File: config.mk
export PLATFORM = sky130hd
export DESIGN_NAME = branch_resolve_ctrl
export DESIGN_NICKNAME = d
export VERILOG_FILES = /design/src/rtl/branch_resolve_ctrl_pkg.sv /design/src/rtl/br_inflight_fifo.sv /design/src/rtl/branch_resolve_ctrl.sv
export SDC_FILE = /design/constraint.sdc
export NUM_CORES = 1
export LEC_CHECK = 0
export ABC_CLOCK_PERIOD_IN_PS = 3700
export BUFFER_PORTS_ARGS = -buffer_cell sky130_fd_sc_hd__buf_2
export CORE_MARGIN = 2
export CORE_UTILIZATION = 55
export CTS_BUF_LIST = sky130_fd_sc_hd__clkbuf_8
export CTS_CLUSTER_DIAMETER = 30
export DETAILED_ROUTE_END_ITERATION = 10
export PLACE_DENSITY = 0.84
export SLEW_MARGIN = 20
export SYNTH_ARGS = -nofsm -noshare
export SYNTH_HDL_FRONTEND = slang
export SYNTH_SLANG_ARGS = --single-unit
File: constraint.sdc
create_clock -name clk -period 3.7 [get_ports clk]
set_clock_uncertainty 0.1 [all_clocks]
set_input_delay 0.555 -clock clk [delete_from_list [all_inputs] [get_ports clk]]
set_output_delay 0.555 -clock clk [all_outputs]
set_load 0.02 [all_outputs]
File: src/rtl/branch_resolve_ctrl_pkg.sv
// Shared types for branch resolution control:
// FSM state codes and in-flight entry layout.
package branch_resolve_ctrl_pkg;

  typedef enum logic [1:0] {
    RUN     = 2'b01,
    RECOVER = 2'b10
  } br_state_e;

  localparam int ALT_LSB = 0;

  function automatic int pred_bit(input int pc_w);
    return pc_w;
  endfunction

endpackage

File: src/rtl/br_inflight_fifo.sv
// In-order FIFO of predicted branches between IF and EX.
// Clear wins over push/pop to drop wrong-path entries.
module br_inflight_fifo
  import branch_resolve_ctrl_pkg::*;
#(
  parameter int DEPTH = 4,
  parameter int W     = 33
) (
  input  logic                       clk,
  input  logic                       rst,
  input  logic                       push,
  input  logic                       pop,
  input  logic                       clear,
  input  logic [W-1:0]               din,
  output logic [W-1:0]               dout,
  output logic [$clog2(DEPTH+1)-1:0] count,
  output logic                       full,
  output logic                       empty
);

  localparam int AW = $clog2(DEPTH);
  localparam int NW = $clog2(DEPTH+1);

  logic [W-1:0]  mem [DEPTH];
  logic [AW-1:0] wr_ptr;
  logic [AW-1:0] rd_ptr;
  logic          do_push;
  logic          do_pop;

  assign full    = (count == NW'(DEPTH));
  assign empty   = (count == '0);
  assign do_push = push && !full;
  assign do_pop  = pop && !empty;
  assign dout    = mem[rd_ptr];

  always_ff @(posedge clk) begin
    if (rst || clear) begin
      wr_ptr <= '0;
      rd_ptr <= '0;
      count  <= '0;
    end else begin
      if (do_push) wr_ptr <= wr_ptr + AW'(1);
      if (do_pop)  rd_ptr <= rd_ptr + AW'(1);
      case ({do_push, do_pop})
        2'b10:   count <= count + NW'(1);
        2'b01:   count <= count - NW'(1);
        default: count <= count;
      endcase
    end
  end

  always_ff @(posedge clk) begin
    if (do_push && !clear && !rst) mem[wr_ptr] <= din;
  end

endmodule

File: src/rtl/branch_resolve_ctrl.sv
// Tracks predicted branches IF->EX, checks EX outcome,
// strobes predictor updates and recovers on mispredict.
module branch_resolve_ctrl
  import branch_resolve_ctrl_pkg::*;
#(
  parameter int DEPTH     = 4,
  parameter int PC_W      = 32,
  parameter int FLUSH_CYC = 2
) (
  input  logic            clk,
  input  logic            rst,
  input  logic            if_br_valid,
  input  logic            if_pred_taken,
  input  logic [PC_W-1:0] if_alt_pc,
  input  logic            ex_br_valid,
  input  logic            ex_taken,
  output logic            if_stall,
  output logic            redirect_valid,
  output logic [PC_W-1:0] redirect_pc,
  output logic            flush,
  output logic            is_Branch,
  output logic            predictor_update,
  output logic            prediction_incorrect,
  output logic            resolve_err
);

  localparam int W  = PC_W + 1;
  localparam int CW = $clog2(FLUSH_CYC + 1);
  localparam int NW = $clog2(DEPTH + 1);
  localparam int PB = pred_bit(PC_W);

  br_state_e       state;
  br_state_e       state_nxt;
  logic [CW-1:0]   rcnt;
  logic [CW-1:0]   rcnt_nxt;
  logic [W-1:0]    head;
  logic [W-1:0]    din;
  logic [NW-1:0]   count;
  logic            full;
  logic            empty;
  logic            push;
  logic            pop;
  logic            clear;
  logic            illegal;
  logic            resolve;
  logic            mispredict_now;
  logic            upd_q;
  logic            inc_q;
  logic            redir_q;
  logic            err_q;
  logic [PC_W-1:0] redir_pc_q;

  assign if_stall       = (count == NW'(DEPTH)) || (state == RECOVER);
  assign resolve        = (state == RUN) && ex_br_valid && !empty;
  assign mispredict_now = resolve && (ex_taken != head[PB]);
  assign push           = if_br_valid && !if_stall && !full && !mispredict_now;
  assign pop            = resolve;
  assign clear          = mispredict_now || illegal;
  assign din            = {if_pred_taken, if_alt_pc};

  br_inflight_fifo #(
    .DEPTH (DEPTH),
    .W     (W)
  ) u_fifo (
    .clk   (clk),
    .rst   (rst),
    .push  (push),
    .pop   (pop),
    .clear (clear),
    .din   (din),
    .dout  (head),
    .count (count),
    .full  (full),
    .empty (empty)
  );

  always_ff @(posedge clk) begin
    if (rst) begin
      state <= RUN;
      rcnt  <= '0;
    end else begin
      state <= state_nxt;
      rcnt  <= rcnt_nxt;
    end
  end

  always_comb begin
    state_nxt = state;
    rcnt_nxt  = rcnt;
    illegal   = 1'b0;
    case (state)
      RUN: begin
        if (mispredict_now) begin
          state_nxt = RECOVER;
          rcnt_nxt  = CW'(FLUSH_CYC - 1);
        end
      end
      RECOVER: begin
        if (rcnt == '0) state_nxt = RUN;
        else            rcnt_nxt  = rcnt - CW'(1);
      end
      default: begin
        state_nxt = RUN;
        illegal   = 1'b1;
      end
    endcase
  end

  // Update strobes are registered so the predictor never sees a comb loop.
  always_ff @(posedge clk) begin
    if (rst) begin
      upd_q      <= 1'b0;
      inc_q      <= 1'b0;
      redir_q    <= 1'b0;
      redir_pc_q <= '0;
      err_q      <= 1'b0;
    end else begin
      upd_q   <= resolve;
      inc_q   <= mispredict_now;
      redir_q <= mispredict_now;
      if (mispredict_now) redir_pc_q <= head[PC_W-1:ALT_LSB];
      if ((state == RUN) && ex_br_valid && empty) err_q <= 1'b1;
    end
  end

  assign flush                = (state == RECOVER);
  assign redirect_valid       = redir_q;
  assign redirect_pc          = redir_pc_q;
  assign is_Branch            = upd_q;
  assign predictor_update     = upd_q;
  assign prediction_incorrect = inc_q;
  assign resolve_err          = err_q;

endmodule

After elaboration in Yosys (flattened, before gate mapping)
Memory sizes are Yosys's and may differ from the RTL's. A register that Yosys moved wholly into a read port is not among the register bits.
Index checks and enable logic that the tools add are counted.
{"block": "classes", "n_addsub": 5, "mul": 0, "n_div": 0, "n_lt_le_gt_ge": 0, "n_eq_ne": 9, "n_shift": 0, "muxes": 12, "bitwise_logic": 0, "n_reduce_logical": 27}
{"operator": "$mux 2", "n": 6}
{"operator": "$logic_and 1x1->1", "n": 11}
{"operator": "$pmux 2 s2", "n": 2}
{"operator": "$logic_not 1->1", "n": 6}
{"operator": "$pmux 3 s2", "n": 1}
{"operator": "$add 2x1->2 const B", "n": 2}
{"operator": "$eq 2x1->1 const B", "n": 2}
{"operator": "$eq 2x2->1 const B", "n": 2}
{"operator": "$ne 2x2->1 const B", "n": 2}
{"operator": "$reduce_bool 2->1", "n": 2}
{"operator": "$add 3x1->3 const B", "n": 1}
{"operator": "$eq 3x3->1 const B", "n": 1}
{"operator": "$logic_not 3->1", "n": 1}
{"operator": "$logic_or 1x1->1", "n": 3}
{"operator": "$mux 1", "n": 3}
{"operator": "$reduce_and 3->1", "n": 1}
{"operator": "$sub 3x1->3 const B", "n": 1}
{"operator": "$logic_not 2->1", "n": 1}
{"operator": "$ne 2x1->1 const B", "n": 1}
{"operator": "$reduce_and 2->1", "n": 1}
{"operator": "$reduce_or 2->1", "n": 1}
{"operator": "$sub 2x1->2 const B", "n": 1}
{"operator": "$ne 1x1->1", "n": 1}
{"block": "word_totals", "regBits": 46, "latch_bits": 0, "ram_bits": 132, "romBits": 0, "in_bits": 38, "output_inout_bits": 39, "wordCells": 63, "memories": 1}
{"name": "u_fifo.mem", "words": 4, "width": 33, "rd": 1, "rd_clocked_by_memory_dff": 1, "wr": 1, "line_no": "br_inflight_fifo.sv:24", "text": "logic [W-1:0] mem [DEPTH];"}

Longest topological paths before layout
{"block": "depth", "ltp_word": 11, "mapped_depth": 15}

Cells and area by module
A second synthesis with hierarchy kept.
{"block": "hier_totals", "cells_unflattened": 425, "hier_area_um2": 6879.1}
{"module": "br_inflight_fifo", "instances": 1, "cells_per_inst": 228, "area_per_inst_um2": 5238.8, "seq_area_each_um2": 4144.0}
{"module": "branch_resolve_ctrl", "instances": 1, "cells_per_inst": 197, "area_per_inst_um2": 1640.3, "seq_area_each_um2": 780.7}

Least setup slack after synthesis
Ideal clock, no wire load.
{"block": "synth_timing", "path_type": "reg-to-reg", "start": "reg (tool-made name)", "end": "reg u_fifo.count[2]", "t_arrival_ns": 2.666, "setup_slack_ns": 0.809, "path_stages_with_launch": 14, "period_less_slack_ns": 2.891, "path_cell_list": "dfxtp_1 buf_4 mux4_2 xor2_2 buf_2 nand2_1 nand2_1 ha_1 inv_1 fa_1 xor2_1 nor2_1 xnor2_1 nor2_1"}
{"item": "end signal, assigned", "line_no": "br_inflight_fifo.sv:45", "text": "2'b10: count <= count + NW'(1);"}
{"item": "end signal, assigned", "line_no": "br_inflight_fifo.sv:46", "text": "2'b01: count <= count - NW'(1);"}
{"item": "end signal, assigned", "line_no": "br_inflight_fifo.sv:47", "text": "default: count <= count;"}
{"item": "end, declared", "line_no": "br_inflight_fifo.sv:16", "text": "output logic [$clog2(DEPTH+1)-1:0] count,"}

==> impl_metrics.ini <==
[pwr]
p_leak_nw = 2.72
ir_drop_mv = 0.325
p_per_area_mw_per_mm2 = 694

[detailed_routing]
viasPerCell = 5.74
drtIter0Drc = 366
avgRoutedWirePerCell_um = 19.7
ant_nets = 0
drc = 0
vias = 3885
first_pass_iters = 5
detail_route.wirelength_um = 13400

[sta]
finalCritPeriodShare = 0.854
max_freq_mhz = 316
fin_crit_ns = 3.16
rsz0062_at_grt = no
relSlewSlack = 0.281
worstMarginPinSlew_ns = 1.08
hold_viol = 0
drv_slew = 0
finalSetupViolCount = 0
fin_tns_setup_ns = 0

[placed_design]
place_inst = 646
gp_congestion = 0.744
port_buffers = 76
dp_hpwl_um = 8310

[worst_setup_path]
path_buf_inv = 2
path_cells = mux4_2 -> xor2_4 -> buf_4 -> nand2_1 -> nand2_1 -> ha_1 -> inv_1 -> fa_1 -> xor2_1 -> nor2_1 -> xnor2_1 -> nor2_1
r2r_cells = 12
max_stage_delay_ns = 0.62
path_class = flop to flop
critPathCaptureType = flop
reg2reg_to = u_fifo.count[2]$_SDFFE_PP0P_
reg2reg_slack_ns = 0.54
cp_max_fo = 31
cp-start-kind = flop
critPathRequiredTime_ns = 3.93
worstPathArrival_ns = 3.39
slowest_stage = mux4_2
cp_top_family = multiplexers

[layout]
drive_gt1_frac = 0.312
final_cells = 677
fillers = 772
final_core_util = 0.649
layout.nets = 544
areaGrowthSynthToFinish_pct = 14.5
final_cell_mix = edfxtp_1, buf_2, dfxtp_1
final_common_cell = edfxtp_1
antenna_cells = 0

[cts]
clk_latency_ns = 0.45
cts_tree = done
cts_max_level = 4
clk_path_buf_depth = 2
root_buffer = clkbuf_8
ctsResizeCount = 0
clock-sinks = 180
numCtsBuffers = 17
path_clk_slew_ns = 0.09
postCtsHoldBufs = 0
cts_setup_buffers = 0

[synth]
netlist_instances = 417
ys_ff_latch = 180
synth_nets = 464
synth_area_mm2 = 0.00684
syn_area_per_cell_um2 = 16.4
synth-main-ff-cell = edfxtp_1
yosysSeqAreaShare = 0.720
yosys_warnings = 0
synth-edff-count = 132
async_reset_ff_frac = 0
synth_cell_type_count = 38

[global_route]
grtUsageMet3 = 0.0528
antenna_found_initial = 0
grt_usage = 0.213
first_global_vias = 3973
gr-usage-met2 = 0.355
busiest_layer = met2
grt_util_met1 = 0.271
grt_max_degree = 39
overflow = 0
grt_pass1_wl_um = 20700

[worst_hold_path]
worstHoldStart = if_alt_pc[19]
hp-class = input pin to flop
whs_path_depth = 1
holdPathEnd = u_fifo.mem[1][19]$_DFFE_PP_

[status]
status = complete, no violations

[floorplan]
start_util = 0.567
die_x_um = 115
ios = 77
dieArea_mm2 = 0.0133
die_y_um = 115
core_area_mm2 = 0.0121
num_rows = 40

[run]
drv_cap = 0
-- per-layer routing --
layer  vias up  share of wire
met2       171           0.53
met5         -              0
met3        23          0.066
li1       1760              -
met4         0          0.015
met1      1931           0.39
-- registers in the layout, summed over array words and instances (netlist names), named ones only --
register,cells
is_Branch,1
rcnt,2
redirect_pc,32
redirect_valid,1
resolve_err,1
state,2
u_fifo.count,3
u_fifo.mem,132
u_fifo.rd_ptr,2
u_fifo.wr_ptr,2
-- power by group --
part | internal (mW) | leakage, nW | total [mW] | switching, mW
logic | 0.587 | 0.918 | 1.52 | 0.933
registers | 2.45 | 1.59 | 2.56 | 0.112
clock network | 0.710 | 0.211 | 1.35 | 0.640
total | 3.75 | 2.72 | 5.43 | 1.68
-- cell families after synthesis --
group	Yosys count	synth area share
muxes	34	0.110
DFF	180	0.720
AOI/OAI and AO/OA	77	0.0606
adders and majority gates	9	0.0176
and+or+nand+nor	69	0.0487
xor gates and xnor gates	8	0.0141
buffers and inverters	40	0.0284
-- worst max path at each step --
stage,slack (ns),startpoint,cells past startpoint,end
floorplan,0.81,flop,13,u_fifo.count[2]$_SDFFE_PP0P_
global placement,0.67,flop,12,u_fifo.count[2]$_SDFFE_PP0P_
detailed placement,0.53,flop,12,u_fifo.count[2]$_SDFFE_PP0P_
CTS,0.51,flop,12,u_fifo.count[2]$_SDFFE_PP0P_
global route,0.40,flop,12,u_fifo.count[2]$_SDFFE_PP0P_
finish,0.54,flop,12,u_fifo.count[2]$_SDFFE_PP0P_
-- area by class of cell --
type	instances	area (um2)	area share
Clock buffer	20	275	0.0352
Clock inverter	11	135	0.0173
Inverter	12	45.0	0.00575
Multi-Input combinational cell	197	1730	0.221
Sequential cell	180	4930	0.629
Tap cell	168	210	0.0268
Timing Repair Buffer	89	503	0.0642
-- synthesized netlist by cell type (2+ instances only) --
cell      instances  area, um2
a21oi_1          34        170
and3_1            4       25.0
buf_1             3       11.3
buf_2             8       40.0
buf_4             3       22.5
buf_6             3       33.8
clkbuf_1         11       41.3
dfxtp_1          48        961
edfxtp_1        132       3960
ha_1              8        100
inv_1            12       45.0
mux4_2           33        743
nand2_1           6       22.5
nand3_1          32        160
nor2_1           17       63.8
nor2b_1           3       18.8
nor3_1            3       15.0
nor4_1            2       12.5
o21ai_0          21        105
o21ai_1          12       60.1
xnor2_1           3       26.3
xor2_1            3       26.3
-- stage by stage --
step | power [mW] | instance area [um2] | hold WS, ns | worst slack, ns
finish | 5.43 | 7830 | 0.223 | 0.540
global route | 5.68 | 7830 | 0.196 | 0.396
CTS | 5.48 | 7830 | 0.190 | 0.514
detailed placement | 4.13 | 7420 | 0.360 | 0.526
global placement | 4.05 | 7420 | 0.350 | 0.675
floorplan | 3.72 | 6840 | 0.367 | 0.809
Power figures use the tool's default switching activity.
